### config.mk
export PLATFORM = sky130hd
export DESIGN_NAME = counter_run_controller_flat
export DESIGN_NICKNAME = d
export VERILOG_FILES = /design/src/rtl/counter_run_controller_if.sv /design/src/rtl/counter_run_controller.sv /design/src/flat_wrapper.sv
export SDC_FILE = /design/constraint.sdc
export NUM_CORES = 1
export LEC_CHECK = 0
export CELL_PAD_IN_SITES_DETAIL_PLACEMENT = 1
export CELL_PAD_IN_SITES_GLOBAL_PLACEMENT = 2
export CORE_MARGIN = 10
export CORE_UTILIZATION = 35
export DETAILED_ROUTE_END_ITERATION = 16
export GPL_ROUTABILITY_DRIVEN = 0
export PLACE_DENSITY = 0.73
export SKIP_LAST_GASP = 1
export SYNTH_ARGS = -nofsm -noshare
export SYNTH_HDL_FRONTEND = slang
export SYNTH_SLANG_ARGS = --single-unit
### constraint.sdc
create_clock -name clk -period 3.2 [get_ports clk]
set_input_delay 0.64 -clock clk [delete_from_list [all_inputs] [get_ports clk]]
set_output_delay 0.64 -clock clk [all_outputs]
set_load 0.005 [all_outputs]
### src/rtl/counter_run_controller_if.sv
// Counter/display-side bundle of the run controller: count controls out,
// live counter value in, display value and FSM state out.
interface counter_run_controller_if;
  logic [3:0] cntr;
  logic       cnt_en;
  logic       cnt_up;
  logic       cnt_clr;
  logic       wrap;
  logic [3:0] disp_val;
  logic [1:0] state;

  modport master (
    input  cntr,
    output cnt_en, cnt_up, cnt_clr, wrap, disp_val, state
  );

  modport slave (
    output cntr,
    input  cnt_en, cnt_up, cnt_clr, wrap, disp_val, state
  );
endinterface

### src/rtl/counter_run_controller.sv
// Run/pause/hold/clear sequencer for the 4-bit counter and display path:
// button conditioning, tick qualification, direction and terminal policy.
module counter_run_controller #(
  parameter int unsigned DEBOUNCE_CYCLES = 1000000,
  parameter bit          STOP_AT_END     = 1'b0
) (
  input  logic clk,
  input  logic rst_n,
  input  logic btn_start_stop,
  input  logic btn_clear,
  input  logic btn_hold,
  input  logic switch,
  input  logic tick,
  counter_run_controller_if.master cr
);

  localparam int CW = $clog2(DEBOUNCE_CYCLES + 1);
  localparam logic [CW-1:0] LAST = CW'(DEBOUNCE_CYCLES - 1);

  localparam logic [1:0] IDLE  = 2'd0;
  localparam logic [1:0] RUN   = 2'd1;
  localparam logic [1:0] PAUSE = 2'd2;
  localparam logic [1:0] HOLD  = 2'd3;

  // Channel order: 0 start_stop, 1 clear, 2 hold, 3 switch
  logic [3:0]    raw;
  logic [3:0]    s1;
  logic [3:0]    s2;
  logic [3:0]    stb;
  logic [2:0]    stb_d;
  logic [2:0]    prs;
  logic [CW-1:0] dbc [4];

  assign raw = {switch, btn_hold, btn_clear, btn_start_stop};

  always_ff @(posedge clk or negedge rst_n) begin
    if (!rst_n) begin
      s1    <= '0;
      s2    <= '0;
      stb   <= '0;
      stb_d <= '0;
      prs   <= '0;
      for (int i = 0; i < 4; i++) dbc[i] <= '0;
    end else begin
      s1    <= raw;
      s2    <= s1;
      stb_d <= stb[2:0];
      prs   <= stb[2:0] & ~stb_d;
      for (int i = 0; i < 4; i++) begin
        if (s2[i] != stb[i]) begin
          if (dbc[i] == LAST) begin
            stb[i] <= s2[i];
            dbc[i] <= '0;
          end else begin
            dbc[i] <= dbc[i] + 1'b1;
          end
        end else begin
          dbc[i] <= '0;
        end
      end
    end
  end

  logic       p_ss;
  logic       p_clr;
  logic       p_hold;
  logic [1:0] state_q;
  logic [1:0] state_n;
  logic       up_q;
  logic [3:0] frz_q;
  logic [3:0] frz_n;
  logic       en_q;
  logic       en_n;
  logic       clr_q;
  logic       clr_n;
  logic       wrap_q;
  logic       wrap_n;
  logic [3:0] disp_q;
  logic [3:0] term;
  logic       counting;

  assign p_ss   = prs[0];
  assign p_clr  = prs[1];
  assign p_hold = prs[2];
  assign term   = up_q ? 4'hF : 4'h0;

  always_comb begin
    state_n  = state_q;
    frz_n    = frz_q;
    clr_n    = 1'b0;
    en_n     = 1'b0;
    wrap_n   = 1'b0;
    counting = 1'b0;
    if (p_clr) begin
      state_n = IDLE;
      clr_n   = 1'b1;
      frz_n   = 4'h0;
    end else begin
      case (state_q)
        IDLE:  if (p_ss) state_n = RUN;
        PAUSE: if (p_ss) state_n = RUN;
        RUN: begin
          if (p_ss) begin
            state_n = PAUSE;
          end else if (p_hold) begin
            state_n = HOLD;
            frz_n   = cr.cntr;
          end else begin
            counting = tick;
          end
        end
        HOLD: begin
          if (p_ss)        state_n = PAUSE;
          else if (p_hold) state_n = RUN;
          else             counting = tick;
        end
        default: state_n = IDLE;
      endcase
    end
    // At the terminal count, either wrap with a flagged enable or stop
    if (counting) begin
      if (cr.cntr != term) begin
        en_n = 1'b1;
      end else if (!STOP_AT_END) begin
        en_n   = 1'b1;
        wrap_n = 1'b1;
      end else begin
        state_n = PAUSE;
      end
    end
  end

  always_ff @(posedge clk or negedge rst_n) begin
    if (!rst_n) begin
      state_q <= IDLE;
      up_q    <= 1'b1;
      frz_q   <= '0;
      en_q    <= 1'b0;
      clr_q   <= 1'b0;
      wrap_q  <= 1'b0;
      disp_q  <= '0;
    end else begin
      state_q <= state_n;
      frz_q   <= frz_n;
      en_q    <= en_n;
      clr_q   <= clr_n;
      wrap_q  <= wrap_n;
      disp_q  <= (state_n == HOLD) ? frz_n : cr.cntr;
      if (state_q == IDLE || state_q == PAUSE) up_q <= stb[3];
    end
  end

  assign cr.state    = state_q;
  assign cr.cnt_up   = up_q;
  assign cr.cnt_en   = en_q;
  assign cr.cnt_clr  = clr_q;
  assign cr.wrap     = wrap_q;
  assign cr.disp_val = disp_q;

endmodule

### src/flat_wrapper.sv
// flat-port wrapper written by rule: the top's interface ports become plain ports
module counter_run_controller_flat 
#(
  parameter int unsigned DEBOUNCE_CYCLES = 1000000,
  parameter bit          STOP_AT_END     = 1'b0
)
  (clk, rst_n, btn_start_stop, btn_clear, btn_hold, switch, tick, cr_cntr, cr_cnt_en, cr_cnt_up, cr_cnt_clr, cr_wrap, cr_disp_val, cr_state);
  counter_run_controller_if cr_i ();
  input  logic clk;
  input  logic rst_n;
  input  logic btn_start_stop;
  input  logic btn_clear;
  input  logic btn_hold;
  input  logic switch;
  input  logic tick;
  input wire logic [$bits(cr_i.cntr)-1:0] cr_cntr;
  output wire logic [$bits(cr_i.cnt_en)-1:0] cr_cnt_en;
  output wire logic [$bits(cr_i.cnt_up)-1:0] cr_cnt_up;
  output wire logic [$bits(cr_i.cnt_clr)-1:0] cr_cnt_clr;
  output wire logic [$bits(cr_i.wrap)-1:0] cr_wrap;
  output wire logic [$bits(cr_i.disp_val)-1:0] cr_disp_val;
  output wire logic [$bits(cr_i.state)-1:0] cr_state;
  assign cr_i.cntr = cr_cntr;
  assign cr_cnt_en = cr_i.cnt_en;
  assign cr_cnt_up = cr_i.cnt_up;
  assign cr_cnt_clr = cr_i.cnt_clr;
  assign cr_wrap = cr_i.wrap;
  assign cr_disp_val = cr_i.disp_val;
  assign cr_state = cr_i.state;
  counter_run_controller #(.DEBOUNCE_CYCLES(DEBOUNCE_CYCLES), .STOP_AT_END(STOP_AT_END)) u_core (.clk(clk), .rst_n(rst_n), .btn_start_stop(btn_start_stop), .btn_clear(btn_clear), .btn_hold(btn_hold), .switch(switch), .tick(tick), .cr(cr_i));
endmodule
# Word level (Yosys, flattened, before mapping)
# Index checks and enable logic that the tools add are counted.
# op_classes
addsub,4
eq_ne,13
mux,29
bitwise_logic,2
reduce_logical,8
# op_table
op,n
two-way mux 20 bit,8
adder 20 x 1 -> 20 bit (second input constant),4
equality test 20 bit (second input constant),4
two-way mux 4 bit,6
two-way mux 2 bit,6
two-way mux 1 bit,8
AND reduction 2 bit,4
equality test 2 bit (second input constant),3
one-hot mux 2 bit (3 select lines),1
!= test 1 bit,4
!= test 4 bit,1
OR reduction 2 bit,2
bitwise AND 3 bit,1
NOT 3 bit,1
equality test 2 x 1 -> 1 bit (second input constant),1
logical NOT 2 bit,1
logical OR 1 bit,1
# totals
reg_bits,112
in_bits,11
out_inout_bits,10
wordCells,75

# Longest topological paths before layout
# depth
ltp_word,6
ltp_mapped,6
depth_no_buf,5

# Worst setup path before layout
# No wires, ideal clock.
# synth_path
path_kind,register -> register
from,reg u_core.dbc[40] (netlist bit)
to,reg u_core.dbc[58] (netlist bit)
setup_time_ns,0.073
arrival_time_ns,1.922
required_time_ns,3.127
slack_ns,1.205
path_stages_with_launch,7
n_path_buf,1
period_less_slack_ns,1.995
path_cell_list,dfrtp_1 > ha_1 > nand2_1 > or4_1 > buf_2 > or4_4 > a21oi_2
# synth_via
elab_chain_len,3
word_cells_on_any_way,4
classes_between,add/sub: 1; eq/ne: 1; mux: 2
# synth_rtl
element,line,text
from (decl),counter_run_controller.sv:32,logic [CW-1:0] dbc [4];
"from (signal, indexed assignment)",counter_run_controller.sv:55,dbc[i] <= dbc[i] + 1'b1;
adder 20 x 1 -> 20 bit / equality test 20 bit (equally long branches),"counter_run_controller.sv:55, counter_run_controller.sv:51",
two-way mux 20 bit *,counter_run_controller.sv:51,if (dbc[i] == LAST) begin
two-way mux 20 bit *,counter_run_controller.sv:50,if (s2[i] != stb[i]) begin
# Every way passes the cells marked *; elsewhere a longest branch is shown, timed or not.
# A chain may end at the register's enable or synchronous reset.

# Worst setup path in the final report
# layout_path
from,reg u_core.dbc[56] (netlist bit)
to,reg u_core.dbc[47] (netlist bit)
# layout_via
elab_chain_len,3
# layout_rtl
element,line
equality test 20 bit,counter_run_controller.sv:51
two-way mux 20 bit,counter_run_controller.sv:51
two-way mux 20 bit,counter_run_controller.sv:50
# No other way between the ends.

==> impl_metrics.toml <==
[synth]
syn_area_sq_um = 5160
ys_ff_latch = 112
ys_types = 42
yosysWarnings = 0
ys_seq_area_frac = 0.544
syn_inst = 498
postSynthAreaPerCell_sq_um = 10.4
synthesis.nets = 513

[final_layout]
syn_to_final_growth_pct = 14.3
final_cell_area_sq_um = 5900
mostFrequentLayoutCells = "dfrtp_1 (111), nor2_1 (69), nand3_1 (33)"
layout-drive-gt1-share = 0.0881
final_util = 0.407
nFillCells = 1601
insertedDiodeCount = 0
layout.nets = 532
mostFrequentLayoutCell = "dfrtp_1"

[critical_path]
cp_slowest_cell = "or4b_2"
r2r_slack_ns = 0.83
cp-end-kind = "register"
cp.required_ns = 3.44
slowest_delay_ns = 0.68
crit_buf_inv = 1
reg2reg_from = "u_core.dbc[56]"
rr_endpoint = "u_core.dbc[47]"
cp_top_family = "simple AND/OR/NAND/NOR gates"
path_cells = "nand3_1 > or4b_2 > o31ai_2 > buf_4 > nor2_1"
path_class = "reg2reg"
critPathArrivalTime_ns = 2.62
cp_max_fo = 12
reg2reg_depth = 5
worst_setup_path_start_kind = "register"

[cts]
clk_latency_ns = 0.36
cts_buffers = 9
cts_max_path_buffers = 2
postCtsSetupBuffers = 0
ctsResizeCount = 0
clock-root-buffer = "clkbuf_16"
path_clk_slew_ns = 0.08
cts.sinks = 112
htreeDepth = 3
tritoncts = "done"
holdBufCountCts = 0

[route]
ant_nets = 0
num_vias = 3727
post_drt_via_cell_ratio = 5.28
wl_per_cell_um = 15.5
wl_um = 10900
route.detailed.drc = 0
drt_iter0_markers = 152
first_pass_iters = 4

[power]
clkPwrFrac = 0.434
p_seq_frac = 0.530
pwr_density_cell_nw_per_um2 = 465
switching_share = 0.217
power_leakage_uw = 0.00235
switchingPower_uw = 594
pwr-share-comb = 0.036
internal-power_uw = 2150
peakVddDrop_mv = 0.443

[min_path]
hp-class = "in2async"

[sta]
drv_slew = 0
setup-tns-final_ns = 0
min_period_ns = 2.37
hold_viol_final = 0
worst_pin_slew_ns = 0.714
clock_skew_ns = 0.00734
hold_ws_ns = 0.263
fin_crit_sh = 0.742
setup_viol = 0
fmax_mhz = 421
rsz0062_at_grt = "false"
fin_ws_ns = 0.826
relSlewSlack = 0.521

[floorplanning]
ioPinCount = 21
die_y_um = 141
start_util = 0.356
fp.dieW_um = 141
num_rows = 44
core_sq_um = 14500
dieArea_sq_um = 20000

[place]
place_area_sq_um = 5580
io_buffers = 20
post-dp-hpwl_um = 7580
pre_cts_slack_ns = 0.814

[global_route]
grt_antenna_before_repair = 0
track_usage = 0.115
first_global_vias = 3903
grt_max_degree = 73
grt_first_pass_wirelength_um = 19200
grt_overflow_total = 0

[run]
drv_cap = 0

[status]
run_status = "finished, final reports clean"
[layer usage]
layer	GRT usage	routed length, um	up-vias
met3	0.0320	350	10
met1	0.147	5310	1880
met2	0.185	5150	31
met4	0.0339	130	0
li1	-	-	1806
met5	0	0	-
[cell type report]
| class | count | area, sq um | share of cell area |
|---|---|---|---|
| sequential | 112 | 2800 | 0.476 |
| multi-input combinational | 355 | 2240 | 0.381 |
| clock buffer | 13 | 270 | 0.0458 |
| timing repair buffer | 25 | 248 | 0.0420 |
| tap | 184 | 230 | 0.0390 |
| inverter | 14 | 52.6 | 0.00891 |
| clock inverter | 3 | 46.3 | 0.00785 |
[worst max path at each step]
stage | startpoint | to | slack [ns] | depth (start not counted)
4_1_cts | u_core.dbc[56] | u_core.dbc[47] | 0.81 | 5
6_report | u_core.dbc[56] | u_core.dbc[47] | 0.83 | 5
2_1_floorplan | u_core.dbc[40] | u_core.dbc[58] | 1.20 | 6
5_1_grt | u_core.dbc[56] | u_core.dbc[46] | 0.70 | 5
3_5_place_dp | u_core.dbc[56] | u_core.dbc[46] | 0.81 | 5
3_3_place_gp | u_core.dbc[56] | u_core.dbc[51] | 0.92 | 5
[cell usage after synthesis, drive strengths merged]
cell	n	area share
mux2	9	0.020
nand4	19	0.026
nand3	34	0.034
or4	15	0.023
o31ai	14	0.020
nor4	12	0.015
dfrtp	111	0.54
ha	4	0.0097
and2	4	0.0049
mux2i	4	0.0078
or3	11	0.013
or4b	3	0.0066
and4	2	0.0034
or2	1	0.0012
dfstp	1	0.0051
nand4b	3	0.0051
buf	5	0.0046
and4bb	1	0.0024
nor2b	5	0.0061
a31o	1	0.0017
nand2	23	0.017
and3	10	0.012
nor2	69	0.050
xnor2	32	0.054
o21ai	14	0.014
nor3	11	0.011
a21oi	24	0.025
nor4b	5	0.0085
clkbuf	12	0.0090
inv	14	0.010
and3b	1	0.0017
nand3b	1	0.0015
xor2	22	0.037
nor3b	1	0.0015
[registers in the layout, summed over array words and instances, names as in the netlist]
signal and cells:
u_core.cr.cnt_clr 1, u_core.dbc 80, u_core.cr.cnt_en 1, u_core.cr.state 2, u_core.s1 4, u_core.frz_q 4
u_core.cr.disp_val 4, u_core.stb 4, u_core.s2 4, u_core.stb_d 3, u_core.cr.cnt_up 1, u_core.cr.wrap 1
u_core.prs 3
[power by group through the flow]
stage	Sequential [uW]	Clock [uW]	Combinational, uW
global placement	1480	0	101
global route	1460	1290	116
floorplan	1480	0	40.2
finish	1450	1190	99.3
CTS	1450	1240	105
detailed placement	1480	0	104
[kinds of logic (layout without fill, tap and decap cells)]
| logic type | after synthesis | count (layout) | share of synthesized area |
|---|---|---|---|
| and+or+nand+nor | 231 | 231 | 0.243 |
| AOI/OAI and AO/OA | 53 | 53 | 0.0604 |
| xor gates and xnor gates | 54 | 54 | 0.0917 |
| DFF | 112 | 112 | 0.544 |
| buffers and inverters | 31 | 55 | 0.0238 |
| muxes | 13 | 13 | 0.0274 |
| adders and majority gates | 4 | 4 | 0.00971 |
[metrics by stage]
stage                     total power (uW)  instances
final                                 2740        706
after global routing                  2870        706
after CTS                             2800        706
after detailed placement              1580        690
after global placement                1580        690
after floorplan                       1520        498
Note: power is estimated with default switching activity, not from simulation.
